<file path="config.mk">
export PLATFORM = sky130hd
export DESIGN_NAME = tx_scheduler
export DESIGN_NICKNAME = d
export VERILOG_FILES = /design/src/rtl/nextasic_pkg.sv /design/src/rtl/audio_req_tracker.sv /design/src/rtl/tx_scheduler.sv
export SDC_FILE = /design/constraint.sdc
export NUM_CORES = 1
export LEC_CHECK = 0
export ABC_AREA = 1
export CAP_MARGIN = 5
export CORE_AREA = 2 2 105 107
export CTS_CLUSTER_DIAMETER = 80
export DETAILED_ROUTE_END_ITERATION = 12
export DIE_AREA = 0 0 107 109
export GPL_ROUTABILITY_DRIVEN = 0
export PLACE_DENSITY_LB_ADDON = 0.05
export RECOVER_POWER = 50
export SETUP_SLACK_MARGIN = 0.05
export SLEW_MARGIN = 20
export SYNTH_ARGS = -nofsm -noshare
export SYNTH_HDL_FRONTEND = slang
export SYNTH_SLANG_ARGS = --single-unit
</file>
<file path="constraint.sdc">
create_clock -name mon_clk -period 3.1 [get_ports mon_clk]
set_input_delay 0.93 -clock mon_clk [delete_from_list [all_inputs] [get_ports mon_clk]]
set_output_delay 0.93 -clock mon_clk [all_outputs]
set_load 0.02 [all_outputs]
</file>
<file path="src/rtl/nextasic_pkg.sv">
// Shared definitions for the nextasic monitor-link logic.
//   - Opcode bytes that lead each outbound 40-bit packet word.
//   - Grant encodings reported by tx_scheduler.
//   - tx_scheduler FSM state encoding.
package nextasic_pkg;

  localparam logic [7:0] OP_POWER_ON  = 8'hC0;
  localparam logic [7:0] OP_AUDIO_REQ = 8'h07;
  localparam logic [7:0] OP_KM_DATA   = 8'hC5;

  typedef enum logic [1:0] {
    GR_NONE  = 2'd0,
    GR_POWER = 2'd1,
    GR_AUDIO = 2'd2,
    GR_KM    = 2'd3
  } grant_e;

  typedef enum logic [1:0] {
    IDLE = 2'd0,
    SEND = 2'd1,
    GAP  = 2'd2
  } state_e;

  function automatic logic [39:0] mk_word(input logic [7:0] op, input logic [31:0] payload);
    return {op, payload};
  endfunction

endpackage

</file>
<file path="src/rtl/audio_req_tracker.sv">
// Tracks whether an audio-refill request is in flight.
//   i_clk         : monitor link clock
//   i_rst_n       : asynchronous active-low reset
//   i_set         : audio request word accepted by the Sender (wins over clear)
//   i_rcvd        : audio packet received pulse
//   o_outstanding : request sent, reply not yet seen and not yet timed out
module audio_req_tracker
  import nextasic_pkg::*;
#(
  parameter int unsigned AUDIO_TIMEOUT = 4096,
  parameter int unsigned CNT_W         = 13
) (
  input  logic i_clk,
  input  logic i_rst_n,
  input  logic i_set,
  input  logic i_rcvd,
  output logic o_outstanding
);

  logic             r_outstanding;
  logic [CNT_W-1:0] r_cnt;
  logic             w_expire;

  // Flag drops on the edge where the counter already reads AUDIO_TIMEOUT-1,
  // i.e. exactly AUDIO_TIMEOUT cycles after the accepting edge.
  assign w_expire = (r_cnt == CNT_W'(AUDIO_TIMEOUT - 1));

  always_ff @(posedge i_clk or negedge i_rst_n) begin
    if (!i_rst_n) begin
      r_outstanding <= 1'b0;
      r_cnt         <= '0;
    end else if (i_set) begin
      r_outstanding <= 1'b1;
      r_cnt         <= '0;
    end else if (r_outstanding) begin
      if (i_rcvd || w_expire) begin
        r_outstanding <= 1'b0;
        r_cnt         <= '0;
      end else begin
        r_cnt <= r_cnt + 1'b1;
      end
    end
  end

  assign o_outstanding = r_outstanding;

endmodule

</file>
<file path="src/rtl/tx_scheduler.sv">
// Shares the single outbound 40-bit packet path between the power-on reply,
// the audio-refill request and keyboard/mouse events, with a minimum gap
// between words and at most one outstanding audio request.
//   mon_clk, rst_n       : clock, asynchronous active-low reset
//   power_on_pulse       : power-on packet decoded (one cycle)
//   audio_req            : audio buffer wants refill (level)
//   audio_rcvd           : audio packet received (one cycle)
//   km_valid / km_data   : keyboard/mouse event and payload
//   km_ready             : km event consumed (pulse on the accept cycle)
//   sender_ready         : Sender can take a word
//   out_data / out_valid : word to Sender, held until accepted
//   audio_outstanding    : audio request in flight
//   grant                : current/last source (0 none, 1 power, 2 audio, 3 km)
module tx_scheduler
  import nextasic_pkg::*;
#(
  parameter int unsigned MIN_GAP       = 4,
  parameter int unsigned AUDIO_TIMEOUT = 4096,
  parameter int unsigned CNT_W         = 13
) (
  input  logic        mon_clk,
  input  logic        rst_n,
  input  logic        power_on_pulse,
  input  logic        audio_req,
  input  logic        audio_rcvd,
  input  logic        km_valid,
  input  logic [31:0] km_data,
  output logic        km_ready,
  input  logic        sender_ready,
  output logic [39:0] out_data,
  output logic        out_valid,
  output logic        audio_outstanding,
  output logic [1:0]  grant
);

  localparam logic [CNT_W-1:0] GAP_LOAD = CNT_W'(MIN_GAP - 1);

  state_e           r_state, w_state_nxt;
  logic [39:0]      r_out_data, w_data_nxt;
  logic             r_out_valid, w_valid_nxt;
  grant_e           r_grant, w_grant_nxt, w_pick;
  logic             r_power_pend, w_pend_nxt;
  logic [CNT_W-1:0] r_gap_cnt, w_gap_nxt;
  logic             r_rr_km, w_rr_nxt;
  logic             w_accept, w_audio_set;
  logic             w_elig_audio;
  logic             w_outstanding;

  assign w_accept     = r_out_valid & sender_ready;
  assign w_elig_audio = audio_req & ~w_outstanding;

  audio_req_tracker #(
    .AUDIO_TIMEOUT(AUDIO_TIMEOUT),
    .CNT_W        (CNT_W)
  ) u_audio_trk (
    .i_clk        (mon_clk),
    .i_rst_n      (rst_n),
    .i_set        (w_audio_set),
    .i_rcvd       (audio_rcvd),
    .o_outstanding(w_outstanding)
  );

  // A new pulse on the accepting edge re-arms the pending power reply.
  assign w_pend_nxt = power_on_pulse |
                      (r_power_pend & ~(w_accept & (r_grant == GR_POWER)));

  always_comb begin
    w_pick = GR_NONE;
    if (r_power_pend) begin
      w_pick = GR_POWER;
    end else if (w_elig_audio && km_valid) begin
      w_pick = r_rr_km ? GR_KM : GR_AUDIO;
    end else if (w_elig_audio) begin
      w_pick = GR_AUDIO;
    end else if (km_valid) begin
      w_pick = GR_KM;
    end
  end

  always_comb begin
    w_state_nxt = r_state;
    w_data_nxt  = r_out_data;
    w_valid_nxt = r_out_valid;
    w_grant_nxt = r_grant;
    w_gap_nxt   = r_gap_cnt;
    w_rr_nxt    = r_rr_km;
    w_audio_set = 1'b0;
    case (r_state)
      IDLE: begin
        if (w_pick != GR_NONE) begin
          w_state_nxt = SEND;
          w_valid_nxt = 1'b1;
          w_grant_nxt = w_pick;
          case (w_pick)
            GR_POWER: w_data_nxt = mk_word(OP_POWER_ON, '0);
            GR_AUDIO: w_data_nxt = mk_word(OP_AUDIO_REQ, '0);
            default:  w_data_nxt = mk_word(OP_KM_DATA, km_data);
          endcase
        end
      end
      SEND: begin
        if (w_accept) begin
          w_valid_nxt = 1'b0;
          w_gap_nxt   = GAP_LOAD;
          // The IDLE cycle that follows GAP is the last gap cycle, so GAP
          // itself lasts MIN_GAP-1 cycles and is skipped when MIN_GAP is 1.
          w_state_nxt = (MIN_GAP > 1) ? GAP : IDLE;
          if (r_grant == GR_AUDIO) begin
            w_audio_set = 1'b1;
            w_rr_nxt    = 1'b1;
          end else if (r_grant == GR_KM) begin
            w_rr_nxt = 1'b0;
          end
        end
      end
      GAP: begin
        if (r_gap_cnt <= CNT_W'(1)) begin
          w_state_nxt = IDLE;
          w_gap_nxt   = '0;
        end else begin
          w_gap_nxt = r_gap_cnt - 1'b1;
        end
      end
      default: w_state_nxt = IDLE;
    endcase
  end

  always_ff @(posedge mon_clk or negedge rst_n) begin
    if (!rst_n) begin
      r_state      <= IDLE;
      r_out_data   <= '0;
      r_out_valid  <= 1'b0;
      r_grant      <= GR_NONE;
      r_power_pend <= 1'b0;
      r_gap_cnt    <= '0;
      r_rr_km      <= 1'b0;
    end else begin
      r_state      <= w_state_nxt;
      r_out_data   <= w_data_nxt;
      r_out_valid  <= w_valid_nxt;
      r_grant      <= w_grant_nxt;
      r_power_pend <= w_pend_nxt;
      r_gap_cnt    <= w_gap_nxt;
      r_rr_km      <= w_rr_nxt;
    end
  end

  assign km_ready          = w_accept & (r_grant == GR_KM);
  assign out_data          = r_out_data;
  assign out_valid         = r_out_valid;
  assign audio_outstanding = w_outstanding;
  assign grant             = r_grant;

endmodule

</file>
==> results list, run 1 <==
* Number of primary I/O pins: 84
* Bufs on Longest Clock Path: 2
- Count of yosys warnings during synthesis: 0
- The routed design could run at a clock period as short as 2.90 ns.
- Status: complete, but fails checks
- Slowest stage delay, CP: 0.47 ns
- Worst path depth: 4
* Via density per instance: 4.49
* Fmax: 344 MHz
- Once layout is complete, the utilization of the core stands at 0.429.
- Mean area per synthesized cell: 8.08 µm²
- Along the worst path, the maximum fanout reaches 2.
- Dpl ws: -0.0792 ns
- In this design, the largest share of critical-path delay is due to buffers and inverters.
* Number of global-route vias before repair: 2931
- Power per unit of standard cell area: 928 nW/µm²
- Cells along the critical path: clkdlybuf4s50_1 > nand2_2 > nor3_1 > dlygate4sd2_1
- Peak VDD IR: 545 µV
- 0 antenna diodes ended up in the layout.
- Of the synthesized area, sequential elements account for 0.492.
- Clk Tree Root Cell: clkbuf_8
- The final hold violation count came to 0.
* Buffers & Inverters on Critical Path: 2
* Maximum number of pins on one net before global-route repair: 70
* Die Height: 109 µm
- HPWL reported at the end of detailed placement: 5.53 mm
- The total overflow left after global routing is 0.
* Maximum clock skew at final layout: 0.00901 ns
- For the final routed database, the setup TNS stands at 0 ns.
* Area fraction of the dominant cell type after synthesis: 0.492
- Width of the die: 107 µm
* Static Leakage: 2.25 nW
- Total of endpoints with negative setup slack in the final report: 0
- Buffers inserted to repair hold after CTS numbered 0.
- Violated checks: max-capacitance violations, max-slew violations
* Fraction of final layout cells sized beyond drive strength 1: 0.0600
* Post-layout instance count excluding filler cells: 657
- Max transition margin: -0.186
* Area contributors post-synth: dfrtp_1, nand2_1, nand3_1, nor2_1, inv_1
- Layout overhead on the synthesized area: 29.7%
- For this design, the sink count on the clock tree is 69.
* Netlist Area Pre-Place: 3510 µm²
* Data arrival time of the worst path: 1.97 ns
- Antenna violations before repair: 0
- The final-report max-slew violation count came to 70.
- Total core area: 10600 µm²
* Cell with the largest stage delay on the worst path: clkdlybuf4s50_1
* Portion of the clock cycle consumed by the worst path in the final layout: 0.937
- Number of DRC violations after detailed routing: 0
* Clock transition at the register clock pins on the worst setup and hold paths after CTS: 0.07 ns
- Avg WL per Cell: 12.5 µm
- Overall track demand over capacity in global routing: 0.153
* Critical path start-end classification: input port to primary output
- Max-cap violations in this run came to 1.
- STA classifies the critical path startpoint as an input port.
* Total area of multi-input combinational cells: 1530 µm²
- Hold crit path type: register to register
- The net count of the finished layout is 560.
- Pre-antenna DRT Iters: 4
* Overall die area: 11700 µm²
- Count of unique library cells instantiated by Yosys: 28
* Number of buffers created by CTS: 9
- The finished cells cover 4550 µm².
- CTS built an H-tree with a depth of 3.
- Clock Latency Late Sink: 0.35 ns
- The worst setup path is captured at a primary output.
* Number of rows created at floorplan: 38
* Cell area after placement: 4440 µm²
- Inst Count DP: 643
- Across the whole layout, storage elements account for 1730 µm².
* CTS tree: built
- Post-synthesis register bit count: 69
* Final Worst Setup Slack: 0.195 ns
* Global-route wire length before repair: 13.8 mm
* Power after layout: 4.22 mW
* Port buffer count: 80
- At the pin with the least slew margin, the transition time is 1.78 ns.
- Setup repair after global routing left no endpoint under its margin.
- Filler Cell Count: 1084
- For this block, the routed nets add up to 8.22 mm of wire.
- First-iteration detailed-routing DRC count: 67
- On the final layout, the worst hold slack is 0.476 ns.
- Number of instances in the synthesized netlist: 434
- The detail route stage leaves a number of antenna-violating nets equal to 0.
- The worst register-to-register path has a depth of 9.
- The worst hold path passes through 2 cells.
- For the worst setup path, the data required time is 2.17 ns.
- Summing over every cut layer, the via total after detailed routing is 2951.
- Post-synthesis cell type with the largest combined area: dfrtp_1
* Initial Utilization: 0.331
[final cells by class]
cell class                 count  area share
sequential                    69       0.380
tap                          140      0.0385
multi-input combinational    316       0.335
inverter                      33      0.0272
clock inverter                 3     0.00330
timing repair buffer          85       0.187
clock buffer                  11      0.0289
[worst register-to-register path, stage by stage, from the launching register on]
cell     delay [ns]
dfrtp_1        0.38
inv_1          0.13
a21oi_1        0.08
nor2_1         0.24
inv_1          0.11
ha_1           0.21
nor2_2         0.14
buf_4          0.37
nand3_1        0.15
nand2_1        0.08
[timing repair]
item	in CTS	in global routing
gates resized for setup	1	0
buffers inserted	0	0
endpoints found under the setup margin	1	0
[registers in the layout, summed over array words and instances (netlist names)]
signal	count
out_data	35
u_audio_trk.r_cnt	13
u_audio_trk.o_outstanding	1
r_state	2
r_gap_cnt	13
grant	2
r_power_pend	1
r_rr_km	1
out_valid	1
[Yosys cell counts (all sizes together)]
cell      n
nand2   163
nor2     44
ha        7
or2       1
xnor2     2
clkbuf    5
a21oi     4
conb      1
nor3      2
inv      33
o21bai   12
xor2      8
nand3    47
nand4     5
nand3b    5
buf      13
o21ai    13
dfrtp    69
[kinds of logic after synthesis]
family          Yosys count  share of synthesized area
compound gates           29                     0.0499
buf+inv                  51                     0.0692
xor+xnor                 10                     0.0250
fa+ha+maj                 7                     0.0250
simple gates            267                      0.337
flops                    69                      0.492
other cells               1                    0.00107
[routing by layer]
layer  routed length [µm]  up-vias  track usage
met4                  208        0       0.0844
met5                    0        -            0
met1                 3920     1364        0.195
met2                 3670       62        0.230
li1                     -     1511            -
met3                  417       14       0.0502
[report_power, final]
part,internal (mW),switching (mW)
clock,0.278,0.329
combinational,0.881,1.27
sequential,1.23,0.234
[worst paths after layout]
check                                               start       endpoint  slack [ns]
worst max register to register  u_audio_trk.o_outstanding   out_data[30]        1.16
min in group asynchronous                           rst_n  r_gap_cnt[11]        1.12
worst min-delay path                         out_data[33]   out_data[33]        0.48
worst min register to register               out_data[33]   out_data[33]        0.48
worst max-delay path                         sender_ready       km_ready        0.20
max in group asynchronous                           rst_n    out_data[3]        0.90
[layout by cell type (no fill, tap or decap), types with 3 or more instances in the layout]
cell type        synthesis  layout
clkbuf_8                 0       9
clkdlybuf4s50_1          0      78
nand4_1                  5       5
nor2_1                  38      38
conb_1                   1       3
clkinv_2                 0       3
o21ai_0                 13      13
a21oi_1                  4       4
clkbuf_1                 5       3
ha_1                     7       7
dfrtp_1                 69      69
nand2_1                158     159
nand3b_1                 5       5
o21bai_1                12      12
inv_1                   30      31
xor2_1                   8       8
nor2_2                   2       3
nand3_1                 45      46
Power figures use the tool's default switching activity.
==> inputs of run 2 (changes only) <==
--- a/config.mk
+++ b/config.mk
@@ -5,12 +5,11 @@
 export SDC_FILE = /design/constraint.sdc
 export NUM_CORES = 1
 export LEC_CHECK = 0
-export ABC_AREA = 1
 export CAP_MARGIN = 5
-export CORE_AREA = 2 2 105 107
+export CORE_AREA = 2 2 104 106
 export CTS_CLUSTER_DIAMETER = 80
 export DETAILED_ROUTE_END_ITERATION = 12
-export DIE_AREA = 0 0 107 109
+export DIE_AREA = 0 0 106 108
 export GPL_ROUTABILITY_DRIVEN = 0
 export PLACE_DENSITY_LB_ADDON = 0.05
 export RECOVER_POWER = 50
==> run 2 against run 1 <==
- the run now ends clean
- maximum frequency fell by 0.69%
- die area is 1.8% lower
- clock-buffer cell count unchanged
- largest power group unchanged
- first-iteration DRC count up 15%
- design area increased by 1.5%
==> results list, run 2 <==
- The startpoint identified for the worst hold timing path is out_data[10].
* Flip-flop count of the largest register, all copies and words added: 35
- H-tree depth: 3
* Initial Utilization: 0.339
- Avg WL per Cell: 14.3 µm
* Cells along the critical path: dlygate4sd3_1 > nand3_1 > nor2_1 > dlygate4sd2_1
- The worst register-to-register path has a setup slack of 0.66 ns.
- Synthesis instantiated 45 different standard cells from the library.
- From left edge to right edge, the die measures 106 µm.
* Final Worst Setup Slack: 0.175 ns
- Die Height: 108 µm
- Power spread over the standard cell area amounts to 971 nW/µm².
- Critical Path End Type: primary output
* Fraction of final layout cells sized beyond drive strength 1: 0.0674
* Length of routed met2 wiring: 3.71 mm
- Hold repair after CTS inserted 0 buffers.
* Portion of the clock cycle consumed by the worst path in the final layout: 0.943
- Area contributors post-synth: dfrtp_1, nand2_1, nand3b_1, ha_1, a21oi_1
- In this run the worst hold path is classified as register to register.
* GRT Residual Overflow: 0
- Power after layout: 4.48 mW
* Count of maximum capacitance violations: 0
- Of all flip-flops after synthesis, the portion carrying an async set or reset was 1.00.
- For this run, the total global-route usage over all layers was measured as 0.153.
- The flow ran to the end, and the final reports show no timing, DRC or antenna violations.
- The share of total power dissipated in the clock network is 0.172.
- The pre-antenna-repair detailed-routing pass consisted of 4 iterations.
* Depth of the worst hold-timing path: 2
* Number of rows created at floorplan: 37
- RSZ-0062 raised after global routing: false
- Wire length after detailed routing: 8.50 mm
* Top cells by instance count after synthesis: nand2_1, dfrtp_1, nand3b_1, clkbuf_1, a21oi_1
- The HPWL after detailed placement is 5.75 mm.
- Via density per instance: 4.94
* Crit-path leading delay family: buffers and inverters
- For this design the total switching power over the nets is 1.87 mW.
* First-iteration detailed-routing DRC count: 77
- Final ANT Viol Nets: 0
* R2r worst-path depth: 4
- In this run the critical register-to-register path is launched from r_gap_cnt[3].
* Number of DRC violations after detailed routing: 0
- Fmax: 342 MHz
* Post-synthesis register bit count: 69
- The first global-routing pass estimated 13.9 mm of wire.
- After the flow finishes, the layout carries non-filler instances totaling 596.
- OpenSTA, run right after detailed placement, puts the worst setup slack at -0.0433 ns.
- Met3 routed WL: 546 µm
- The top cell types in the final layout, fill and taps aside, are nand2_1, clkdlybuf4s50_1, dfrtp_1.
- The analysis attributes to cell leakage a power of 2.10 nW.
- Slew @ Worst Pin: 1.48 ns
* Cell with the largest stage delay on the worst path: dlygate4sd3_1
- Across the VDD grid, the largest voltage drop is 387 µV.
- Netlist Area Pre-Place: 3460 µm²
- Top layer reached by signal wires: met4
* Count of pins over their slew limit: 0
- Sum of routed wire segments on met1: 4.14 mm
- Bufs on Longest Clock Path: 2
* Final net count: 501
- The detailed router placed 2942 vias in this run.
* Largest fanout on the critical path: 2
- For the worst setup path, the data arrival time is 1.99 ns.
- Number of global-route vias before repair: 2839
- Max transition margin: 0.0159
- The library cell used most frequently in the layout, excluding fill and tap cells, is nand2_1.
* Post-synthesis cell type with the largest combined area: dfrtp_1
- 84 I/O pins were placed.
- Fraction of power spent switching nets: 0.416
* Maximum clock skew at final layout: 0.0121 ns
- Clk Tree Root Cell: clkbuf_8
- Reg2Reg Capture Point: r_gap_cnt[3]
* Part of the Yosys area used for sequential elements: 0.499
- The clock reaches the later pin of the worst-skew pair after 0.34 ns.
- After clock tree synthesis, the clock-pin slew on the worst setup and hold paths is 0.07 ns.
- The number of antenna violations at the first check in global routing came to 0.
* Number of instances in the synthesized netlist: 376
- Pint: 2.62 mW
- Yosys printed 0 warnings.
- Clock sink total: 69
* Seq pwr share: 0.352
- Inst Count DP: 580
* Number of buffers created by CTS: 9
- The number of buffers and inverters on the critical path is 2.
- After synthesis, the mean cell area works out to 9.21 µm².
- The die covers 11400 µm².
- The share of synthesized area in the top cell type comes to 0.499.
- Count of flip-flops with a built-in enable after synthesis: 0
- Startpoint Class: input port
* Total of endpoints with negative setup slack in the final report: 0
- The repair_antennas step left the layout with diodes totalling 0.
- Total core area: 10200 µm²
- Destination of the worst hold path: out_data[10]
* Maximum number of pins on one net before global-route repair: 43
- The critical path in this run is classified as input port to primary output.
- Gate power share: 0.476
- From synthesis to final layout, the design area changed by 33.3%.
- The largest single stage delay on the critical path is 0.55 ns.
- CTS tree: built
- nand2_1 is the most common cell in the netlist.
* Port buffer count: 80
- Worst endpoint required time: 2.17 ns
- Number of endpoints with negative hold slack in the final report: 0
- In the synthesized netlist the dominant register cell turns out to be dfrtp_1.
* Final setup TNS: 0 ns
* Shortest period the worst path allows: 2.92 ns
## run 2: cell count changes after synthesis, moves of 6 or more
cell	previous run	this run
inv_1	30	13
o21ai_1	0	6
nor3_1	2	10
nor2_1	38	12
o21bai_1	12	1
a31oi_1	0	7
a21oi_1	4	16
clkbuf_1	5	18
xor2_1	8	0
nand3_1	45	15
nand2_1	158	89
nand3b_1	5	34
## run 2: worst reg2reg max path, cell delays in order, from the launching register on
cell and delay, ns:
dfrtp_1 0.42, or4_1 0.71, o41ai_4 0.79, o21ai_1 0.19, a32o_1 0.23
## run 2: worst max-delay path by stage
| stage | from | endpoint | slack, ns | depth (start not counted) |
|---|---|---|---|---|
| after floorplan | audio_req | grant[0] | 0.71 | 8 |
| after global placement | sender_ready | km_ready | -0.02 | 4 |
| after detailed placement | sender_ready | km_ready | -0.04 | 4 |
| after CTS | sender_ready | km_ready | 0.23 | 4 |
| after global routing | sender_ready | km_ready | 0.12 | 4 |
| final | sender_ready | km_ready | 0.18 | 4 |
## run 2: per-stage QoR
stage / area, µm² / utilization / hold WS [ns]
2_1_floorplan: 3470 / - / 0.441
3_3_place_gp: 4420 / 0.432 / 0.449
3_5_place_dp: 4420 / 0.432 / 0.457
6_report: 4620 / 0.451 / 0.470
4_1_cts: 4630 / 0.452 / 0.475
5_1_grt: 4620 / 0.451 / 0.481
## run 2: power by group through the flow
| stage | Clock, mW | Sequential (mW) | Combinational [mW] |
|---|---|---|---|
| floorplan | 0 | 1.83 | 1.03 |
| global placement | 0 | 1.58 | 2.17 |
| detailed placement | 0 | 1.59 | 2.17 |
| CTS | 0.803 | 1.58 | 2.18 |
| global route | 0.840 | 1.64 | 2.34 |
| finish | 0.772 | 1.58 | 2.13 |
## run 2: cell families (layout without fill, tap and decap cells)
| group | Yosys count | count (layout) | share of synthesized area |
|---|---|---|---|
| and+or+nand+nor | 195 | 195 | 0.290 |
| DFF | 69 | 69 | 0.499 |
| AOI/OAI and AO/OA | 62 | 62 | 0.123 |
| buffers and inverters | 40 | 122 | 0.0556 |
| adders and majority gates | 7 | 7 | 0.0253 |
| muxes | 2 | 2 | 0.00578 |
| other | 1 | 3 | 0.00108 |
## run 2: layer usage
layer  vias up  global-route usage
li1       1473                   -
met1      1397               0.210
met2        64               0.225
met3         8              0.0482
met4         0              0.0611
met5         -                   0
## run 2: layout make-up
type	instances	area [µm²]
clock buffers	11	151
clock inverters	5	58.8
fillers	994	5620
inverters	13	48.8
multi-input cells	269	1560
flip-flops and latches	69	1730
well taps	136	170
repair buffers	93	903
## run 2: repair_timing
item,CTS,global route
endpoints found under the hold margin,0,0
setup endpoints to repair,1,0
gates resized for setup,1,0
buffers inserted,0,0
==> inputs of run 3 (changes only) <==
--- a/config.mk
+++ b/config.mk
@@ -7,12 +7,13 @@
 export LEC_CHECK = 0
 export CAP_MARGIN = 5
 export CORE_AREA = 2 2 104 106
-export CTS_CLUSTER_DIAMETER = 80
 export DETAILED_ROUTE_END_ITERATION = 12
 export DIE_AREA = 0 0 106 108
 export GPL_ROUTABILITY_DRIVEN = 0
+export HOLD_SLACK_MARGIN = 0.15
 export PLACE_DENSITY_LB_ADDON = 0.05
 export RECOVER_POWER = 50
+export REMOVE_ABC_BUFFERS = 1
 export SETUP_SLACK_MARGIN = 0.05
 export SLEW_MARGIN = 20
 export SYNTH_ARGS = -nofsm -noshare
==> run 3 against run 2 <==
- sequential power about the same
- die area unchanged
- utilization decreased by 0.24 points
- setup slack improved by 0.075 ns
- critical path depth unchanged
- clock skew increased by 0.0030 ns
- sequential share of layout area increased by 0.20 points
- flip-flop and latch count unchanged
- critical path type unchanged
- total power decreased by 0.91%
- global-route usage increased by 1.2 points
- design area decreased by 0.54%
==> results list, run 3 (synthesis gave the netlist of run 2 again) <==
- Cell with the largest stage delay on the worst path: dlygate4sd3_1
* GRT Residual Overflow: 0
- The final-report max-slew violation count is 0.
- Reg2Reg Capture Point: r_gap_cnt[10]
- Pin placement for this block handled 84 I/O pins.
- Launch instance of the worst min-delay path: out_data[7]
* Storage element area: 1730 µm²
* Number of buffers inserted for hold repair after clock tree synthesis: 0
* Count of antenna diodes in the layout: 0
- The worst-case IR drop observed on VDD is 423 µV.
- Total core area: 10200 µm²
- Maximum number of pins on one net before global-route repair: 42
- Width of the die: 106 µm
- Worst endpoint required time: 2.17 ns
- The initialized floorplan defines 37 standard-cell rows.
* Number of DRC violations after detailed routing: 0
- Overall track demand over capacity in global routing: 0.165
- RSZ-0062 raised after global routing: false
- Maximum clock skew at final layout: 0.0152 ns
* Depth of the worst hold-timing path: 2
* Destination of the worst hold path: out_data[7]
- Clock Latency Late Sink: 0.35 ns
- Largest fanout on the critical path: 4
* Final net count: 500
- Most common cell after layout, fill and taps aside: nand2_1
* Number of global-route vias before repair: 3090
- Total of endpoints with negative setup slack in the final report: 0
* HPWL reported at the end of detailed placement: 5.75 mm
- The clock passes through at most 2 buffers.
- Worst slack on hold paths: 0.469 ns
* Critical path start-end classification: input port to primary output
- Count of maximum capacitance violations: 0
- Layout overhead on the synthesized area: 32.6%
* Final ANT Viol Nets: 0
- Port buffer count: 80
- Max transition margin: 0.0265
* Antenna violations before repair: 0
- Clk Tree Root Cell: clkbuf_8
* Avg WL per Cell: 14.3 µm
- Clock sink total: 69
* Hold crit path type: register to register
- For this run, the slowest stage of the critical path takes 0.59 ns.
- The pre-antenna-repair detailed-routing pass consisted of 4 iterations.
- Static timing analysis puts the maximum clock frequency at 351 MHz.
- Overall die area: 11400 µm²
- Die Height: 108 µm
- Total area of multi-input combinational cells: 1560 µm²
* Detailed-route via count: 2973
* Highest-count cells in the layout ignoring fill and taps: nand2_1, clkdlybuf4s50_1, dfrtp_1
* Shortest period the worst path allows: 2.85 ns
- Cells along the critical path: dlygate4sd3_1 > nand3_1 > nor2_1 > clkbuf_2
- Flip-flop count of the largest register, all copies and words added: 35
- CTS tree: built
- Buffers inserted during clock tree synthesis total 9.
- For this block, the initial DRC count from the detailed router was 133.
- Data on the critical path arrives at its endpoint at 1.92 ns.
* Number of endpoints with negative hold slack in the final report: 0
* Critical Path End Type: primary output
* Via density per instance: 5.01
* Slew @ Worst Pin: 1.46 ns
* Final Core Density: 0.449
* Global-route wire length before repair: 14.9 mm
- Summed over all layers, the routed wires come to 8.48 mm.
- Filler Cell Count: 1030
- H-tree depth: 3
- Power per unit of standard cell area: 967 nW/µm²
- In this run the static leakage power is 2.08 nW.
* Fraction of final layout cells sized beyond drive strength 1: 0.0611
* Status: finished clean
- Startpoint Class: input port
* Initial Utilization: 0.339
* Reg2Reg Setup Slack: 0.72 ns
- Clock transition at the register clock pins on the worst setup and hold paths after CTS: 0.07 ns
- Measured in cells, the most critical reg-to-reg path has a length of 4.
- Portion of the clock cycle consumed by the worst path in the final layout: 0.919
- Worst reg2reg path startpoint: r_gap_cnt[3]
- Cell area after placement: 4410 µm²
- Final instance area: 4590 µm²
## run 3: cell types whose count changed in the layout (fill, tap and decap cells not counted), sizes merged
cell / delta
clkinvlp: -1
dlygate4sd3: -1
clkinv: -1
dlygate4sd2: -1
buf: +1
clkdlybuf4s50: +1
## run 3: worst max path at each step
| stage | to | start | cells past startpoint | slack (ns) |
|---|---|---|---|---|
| 2_1_floorplan | out_data[22] | audio_req | 7 | -0.37 |
| 6_report | km_ready | sender_ready | 4 | 0.25 |
| 3_3_place_gp | km_ready | sender_ready | 4 | -0.13 |
| 5_1_grt | km_ready | sender_ready | 4 | 0.14 |
| 3_5_place_dp | km_ready | sender_ready | 4 | -0.13 |
| 4_1_cts | km_ready | sender_ready | 4 | 0.14 |
## run 3: repair_timing
item | 4_1_cts | 5_1_grt
setup endpoints to repair | 1 | 1
pin swaps | 0 | 0
buffers inserted | 0 | 0
gates resized for setup | 1 | 2
## run 3: cell type report
type	instances	share of cell area
repair buffers	92	0.195
flip-flops and latches	69	0.376
clock buffers	12	0.0316
multi-input cells	269	0.339
well taps	136	0.0371
clock inverters	3	0.0101
inverters	13	0.0106
## run 3: per-layer routing
layer	share of wire	up-vias	global-route usage
li1	-	1470	-
met1	0.43	1419	0.200
met2	0.47	73	0.267
met3	0.078	11	0.0669
met4	0.015	0	0.0564
met5	0	-	0
## run 3: per-stage QoR
stage               power (mW)  setup slack (ns)  setup TNS, ns  std cells
floorplan                 2.73            -0.367         -11.97        351
global placement          3.73            -0.132         -0.132        579
detailed placement        3.75            -0.134         -0.134        579
CTS                       4.53             0.138              0        594
global route              4.81             0.145              0        594
finish                    4.44             0.250              0        594
## run 3: worst max-delay path: cells and delay by family
family                 cells  cell delay (ns)
buffers and inverters      2             0.78
and+or+nand+nor            2             0.21
## run 3: power breakdown
group          internal [mW]  switching (mW)  leakage [nW]
logic                  0.922            1.20          1.08
registers               1.27           0.311         0.903
clock network          0.392           0.349        0.0927
total                   2.58            1.86          2.08
